### src/rtl/fifo_reader.sv
// fifo_reader: drains an upstream FIFO (1-cycle read latency) into a 2-entry output buffer
// with a valid/ready output. Burst mode is compiled in with `define FIFO_READER_BURST_EN.
module fifo_reader #(
   parameter int DATA_WIDTH = 8,
   parameter int BURST_LEN  = 4
) (
   input  logic                  clk,
   input  logic                  reset,
   input  logic                  enable,
   input  logic                  fifo_empty,
   input  logic                  fifo_half,
   input  logic                  fifo_full,
   input  logic [DATA_WIDTH-1:0] fifo_data,
   output logic                  fifo_ren,
   output logic                  m_valid,
   input  logic                  m_ready,
   output logic [DATA_WIDTH-1:0] m_data,
   output logic [15:0]           rd_count,
   output logic                  busy,
   output logic [1:0]            state_o
);

   // Output handshake: a word moves downstream on every cycle where m_valid && m_ready;
   // m_valid never depends on m_ready, and m_data is held while m_valid && !m_ready.

   typedef enum logic [1:0] {
      ST_IDLE   = 2'd0,
      ST_STREAM = 2'd1,
      ST_DRAIN  = 2'd2
   } state_t;

   state_t                state_q, state_d;
   logic [1:0]            occ_q, occ_d;
   logic                  inflight_q, inflight_d;
   logic [DATA_WIDTH-1:0] buf_q [2];
   logic [DATA_WIDTH-1:0] buf_d [2];
   logic [15:0]           rd_count_q, rd_count_d;

   logic                  pop;
   logic [1:0]            credit;
   logic                  room;
   logic                  start;
   logic                  ren;

   if (BURST_LEN < 1 || BURST_LEN > 65535) begin : g_burst_len_check
      $error("fifo_reader: BURST_LEN must be in 1..65535");
   end

`ifdef FIFO_READER_BURST_EN
   localparam logic [15:0] BURST_LIM = 16'(BURST_LEN);
   logic [15:0] burst_q, burst_d;
`else
   logic unused_flags;
   assign unused_flags = fifo_half ^ fifo_full;
`endif

   // A slot freed by this cycle's handshake counts as credit, which is what lets
   // occupancy 1 + inflight 1 keep issuing one read per cycle under m_ready.
   always_comb begin
      pop    = (occ_q != 2'd0) && m_ready;
      credit = 2'd2 - occ_q - {1'b0, inflight_q};
      room   = (credit != 2'd0) || pop;
`ifdef FIFO_READER_BURST_EN
      start  = fifo_half || fifo_full;
      ren    = !reset && (state_q == ST_STREAM) && !fifo_empty && room && (burst_q < BURST_LIM);
`else
      start  = !fifo_empty;
      ren    = !reset && (state_q == ST_STREAM) && !fifo_empty && room;
`endif
   end

   always_comb begin
      state_d = state_q;
`ifdef FIFO_READER_BURST_EN
      burst_d = ren ? (burst_q + 16'd1) : burst_q;
`endif
      case (state_q)
         ST_IDLE: begin
            if (enable && start) begin
               state_d = ST_STREAM;
`ifdef FIFO_READER_BURST_EN
               burst_d = '0;
`endif
            end
         end
         ST_STREAM: begin
            if (!enable || (fifo_empty && !ren)) state_d = ST_DRAIN;
`ifdef FIFO_READER_BURST_EN
            if (burst_d == BURST_LIM) state_d = ST_DRAIN;
`endif
         end
         ST_DRAIN: begin
            if ((occ_q == 2'd0) && !inflight_q) state_d = ST_IDLE;
         end
         default: state_d = ST_IDLE;
      endcase
   end

   // Entry 0 is always the oldest word; a returning read lands behind whatever survives the pop.
   always_comb begin
      buf_d      = buf_q;
      occ_d      = occ_q + {1'b0, inflight_q} - {1'b0, pop};
      inflight_d = ren;
      rd_count_d = rd_count_q + {15'd0, pop};
      if (pop) buf_d[0] = buf_q[1];
      if (inflight_q) begin
         if ((occ_q == 2'd1) && !pop) buf_d[1] = fifo_data;
         else                         buf_d[0] = fifo_data;
      end
   end

   always_ff @(posedge clk) begin
      if (reset) begin
         state_q <= ST_IDLE;
      end else begin
         state_q <= state_d;
      end
   end

   always_ff @(posedge clk) begin
      if (reset) begin
         occ_q      <= '0;
         inflight_q <= 1'b0;
         buf_q[0]   <= '0;
         buf_q[1]   <= '0;
         rd_count_q <= '0;
      end else begin
         occ_q      <= occ_d;
         inflight_q <= inflight_d;
         buf_q[0]   <= buf_d[0];
         buf_q[1]   <= buf_d[1];
         rd_count_q <= rd_count_d;
      end
   end

`ifdef FIFO_READER_BURST_EN
   always_ff @(posedge clk) begin
      if (reset) begin
         burst_q <= '0;
      end else begin
         burst_q <= burst_d;
      end
   end
`endif

   assign fifo_ren = ren;
   assign m_valid  = (occ_q != 2'd0);
   assign m_data   = buf_q[0];
   assign rd_count = rd_count_q;
   assign busy     = (state_q != ST_IDLE);
   assign state_o  = state_q;

endmodule

### config.mk
export PLATFORM = sky130hd
export DESIGN_NAME = fifo_reader
export DESIGN_NICKNAME = d
export VERILOG_FILES = /design/src/rtl/fifo_reader.sv
export SDC_FILE = /design/constraint.sdc
export NUM_CORES = 1
export LEC_CHECK = 0
export ABC_CLOCK_PERIOD_IN_PS = 3200
export CELL_PAD_IN_SITES_DETAIL_PLACEMENT = 1
export CELL_PAD_IN_SITES_GLOBAL_PLACEMENT = 1
export CORE_MARGIN = 4
export CORE_UTILIZATION = 40
export CTS_CLUSTER_DIAMETER = 40
export DETAILED_ROUTE_END_ITERATION = 10
export DONT_BUFFER_PORTS = 1
export PLACE_DENSITY = 0.7
export SETUP_SLACK_MARGIN = 0.3
export SKIP_CTS_REPAIR_TIMING = 1
export SYNTH_ARGS = -nofsm -noshare
export SYNTH_HDL_FRONTEND = slang
export SYNTH_SLANG_ARGS = --single-unit
### constraint.sdc
create_clock -name clk -period 3.2 [get_ports clk]
set_clock_uncertainty 0.2 [all_clocks]
set_input_delay 0.32 -clock clk [delete_from_list [all_inputs] [get_ports clk]]
set_output_delay 0.32 -clock clk [all_outputs]
set_load 0.01 [all_outputs]
# Word level (Yosys, flattened, before mapping)
# Index checks and enable logic that the tools add are counted.
# Widths: inputs -> output; s select.
[totals]
word_cells = 48
reg_bits = 37
[classes]
reduce_logical = 23
addsub = 5
eq_ne = 6
n_mux = 8
[op_table]
columns = ["operator", "count"]
rows = [
  ["$mux 8", 3],
  ["$add 16x1->16", 1],
  ["$mux 16", 1],
  ["$logic_and 1x1->1", 8],
  ["$logic_not 1->1", 6],
  ["$mux 2", 3],
  ["$pmux 2 s3", 1],
  ["$reduce_bool 2->1", 3],
  ["$eq 2x1->1 const B", 2],
  ["$logic_not 2->1", 2],
  ["$ne 2x2->1 const B", 2],
  ["$sub 2x1->2", 2],
  ["$reduce_and 3->1", 1],
  ["$add 2x1->2", 1],
  ["$eq 2x2->1 const B", 1],
  ["$logic_or 1x1->1", 2],
  ["$ne 2x1->1 const B", 1],
  ["$reduce_and 2->1", 1],
  ["$sub 2x2->2 const A", 1],
]

# Depth between registers and ports, before layout
[logic_depth]
ltp_word = 10
depth_mapped = 10
depth_no_buf = 8

# Worst setup path before layout
# OpenSTA, ideal clock, no wires.
[synth_path]
path_kind = "register to register"
startpoint = "reg occ_q[1]"
endpoint = "reg rd_count_q[14] (netlist: rd_count[14])"
path_slack_ns = 0.851
arrival_ns = 2.029
setup_ns = 0.121
synth_period_minus_slack_ns = 2.349
path_stages_with_launch = 10
cell_sequence = "dfxtp_1 -> buf_2 -> o21ai_0 -> buf_2 -> inv_1 -> ha_1 -> ha_1 -> nand3_1 -> nor4_1 -> mux2_2"
[synth_via]
elab_chain_cells = 3
[synth_lines]
columns = ["item", "line", "source"]
rows = [
  ["start, declared", "33", "logic [1:0] occ_q, occ_d;"],
  ["start signal, assigned", "122", "occ_q <= '0;"],
  ["start signal, assigned", "128", "occ_q <= occ_d;"],
  ["$reduce_bool 2->1", "60", "pop = (occ_q != 2'd0) && m_ready;"],
  ["$logic_and 1x1->1", "60", ""],
  ["$add 16x1->16", "104", "rd_count_d = rd_count_q + {15'd0, pop};"],
  ["end signal, assigned", "132", "rd_count_q <= rd_count_d;"],
  ["end, declared", "37", "logic [15:0] rd_count_q, rd_count_d;"],
]
# Every way passes these cells.
# A chain may end at the register's enable or synchronous reset.

# Worst setup path in the final report
# Ends and elaborated chain as after synthesis.

==> run metrics <==
yosys warns=0; TritonCTS clock tree=done; Yosys reg bits=37; CP Cell Sequence=o21ai_0 > inv_1 > ha_1 > ha_1 > nand3_1 > nor4_1 > mux2_2; Congestion Overflow GR=0; WP data required=3.18 ns; min Tclk post-route=2.49 ns; Antenna Nets Post-Route=0; initial antenna violation count=0; first-pass GRT wire length=6430 µm; Boundary Pins=44; Critical Path Fanout Max=8; via density per instance=5.60; Final Wtd Congestion=0.807; Slowest cell on crit path=dfxtp_1; worst r2r path cells=7; family with the most delay on the worst path=simple AND/OR/NAND/NOR gates; RSZ-0062 raised after global routing=false; critical path data arrival time=2.47 ns; Seq/Total Area, Yosys=0.425; Rows=23; DP Area=1720 µm²; hold slack=-0.0175 ns; Die Y=74.0 µm; Final Cycle Share=0.778; CP Depth=7; cell with the most instances after synthesis=dfxtp_1; GRT Total Usage=0.156; Yosys cell types=36; CP dominant cell by count=ha_1; NumNets Final=202; clock-pin slew on the worst setup and hold paths=0.07 ns; vias in the first global route=1329; number of port buffers=0; clock sink count=37; largest net degree at the start of global routing=35; Lkg Pwr=0.710 nW; P per Cell Area=529 nW/µm²; worst skew pair latency=0.28 ns; CP Launch Type=flop; WL/cell=17.1 µm; Final Max Slew Viols=0; Fin. Hold Viols=4; Filler cells=474; TritonCTS Buffers=5; Syn Nets=204; Mapped Area=1740 µm²; Pre-Repair DR Iteration Count=4; CP Class=reg2reg; CP peak stage delay=0.49 ns; dominant register cell in the synthesized netlist=dfxtp_1; ranking of synthesized cells by area=dfxtp_1, mux2i_1, o31ai_1, a21oi_1, nor2_1; Worst-Margin Slew=0.908 ns; drt total wl=3990 µm; Clock Tree Buf Depth=2; Root Buffer=clkbuf_8; top cell type's share of synthesized area=0.425; Antenna Cells=0; die area=5480 µm²; final instance area=1860 µm²; drc violations=0; VDD IR max=247 µV; Avg Cell Area, Syn=9.47 µm²; EDFF count, synth=0; final setup vio count=0; Commonest cells post-synth=dfxtp_1, nor2_1, mux2i_1; fmax=0.402 GHz; leading area contributor after synthesis=dfxtp_1; status=complete, but fails checks; hpwl dp=2870 µm; Core Area=4120 µm²; Via Count=1304; max-cap check violation count=0; Starting Density=0.424; failing checks=hold timing; critical path buffer and inverter count=1; initial DRC count=21; post-synthesis cell count=184; DIE WIDTH=74.0 µm; H-tree depth=2; Worst setup EP type=flop; hold crit path type=in2reg; total negative setup slack=0 ns; Syn-to-layout area delta=6.53%; worst hold path depth=2; layout cells sized above 1=0.120; relative slew slack=0.393; ys async rst share=0
worst paths after layout:
| check | slack, ns | start | endpoint |
|---|---|---|---|
| worst min register to register | 0.30 | buf_q[0]$_SDFFE_PP0P_ | buf_q[0]$_SDFFE_PP0P_ |
| worst min-delay path | -0.02 | fifo_data[3] | buf_q[3]$_SDFFE_PP0P_ |
| worst max register to register | 0.71 | occ_q[1]$_SDFF_PP0_ | rd_count[14]$_SDFF_PP0_ |
| worst max-delay path | 0.71 | occ_q[1]$_SDFF_PP0_ | rd_count[14]$_SDFF_PP0_ |
where the power goes:
group          internal, mW  total, mW  switching (mW)
combinational        0.0703      0.154          0.0836
clock                 0.151      0.314           0.163
sequential            0.481      0.513          0.0323
cell usage in the layout (no fill, tap or decap), types with 5 or more instances in the layout:
master / instances
dfxtp_1: 37
nor2_1: 17
mux2i_1: 16
a21oi_1: 15
o31ai_1: 13
nor2b_1: 8
inv_1: 6
ha_1: 5
clkbuf_8: 5
dlygate4sd3_1: 5
worst reg2reg max path, cell delays in order, from the launching register on:
cell	delay, ns
dfxtp_1	0.49
o21ai_0	0.18
inv_1	0.16
ha_1	0.21
ha_1	0.24
nand3_1	0.19
nor4_1	0.35
mux2_2	0.37
cell type report:
type / instances / area (µm²) / share of cell area
Clock buffer: 6 / 72.6 / 0.0391
Clock inverter: 2 / 10.0 / 0.00539
Inverter: 7 / 26.3 / 0.0142
Multi-Input combinational cell: 124 / 880 / 0.474
Sequential cell: 37 / 741 / 0.399
Tap cell: 50 / 62.6 / 0.0337
Timing Repair Buffer: 7 / 65.1 / 0.0350
through the flow:
stage | setup WS (ns) | power [mW] | cells | hold slack (ns) | utilization
after global placement | 0.797 | 0.657 | 220 | 0.196 | 0.419
after detailed placement | 0.681 | 0.671 | 220 | 0.196 | 0.419
after CTS | 0.676 | 0.988 | 228 | -0.117 | 0.439
after floorplan | 0.851 | 0.643 | 184 | 0.260 | -
after global routing | 0.472 | 1.03 | 233 | 0.00115 | 0.451
final | 0.709 | 0.981 | 233 | -0.0175 | 0.451
per-layer routing:
metal / GRT usage / vias up / share of wire
li1: - / 643 / -
met3: 0.0689 / 6 / 0.068
met2: 0.258 / 31 / 0.48
met1: 0.179 / 624 / 0.44
met5: 0 / - / 0
met4: 0.0543 / 0 / 0.015
state kept, by name, summed over array words and instances (netlist names):
name / cells
occ_q: 2
inflight_q: 1
state_o: 2
buf_q: 8
m_data: 8
rd_count: 16
kinds of logic after synthesis:
family / count (synthesis) / share of synthesized area
flops: 37 / 0.425
xor+xnor: 5 / 0.0251
buf+inv: 23 / 0.0739
simple gates: 59 / 0.197
compound gates: 35 / 0.126
fa+ha+maj: 5 / 0.0359
mux: 20 / 0.118
Power figures use the tool's default switching activity.
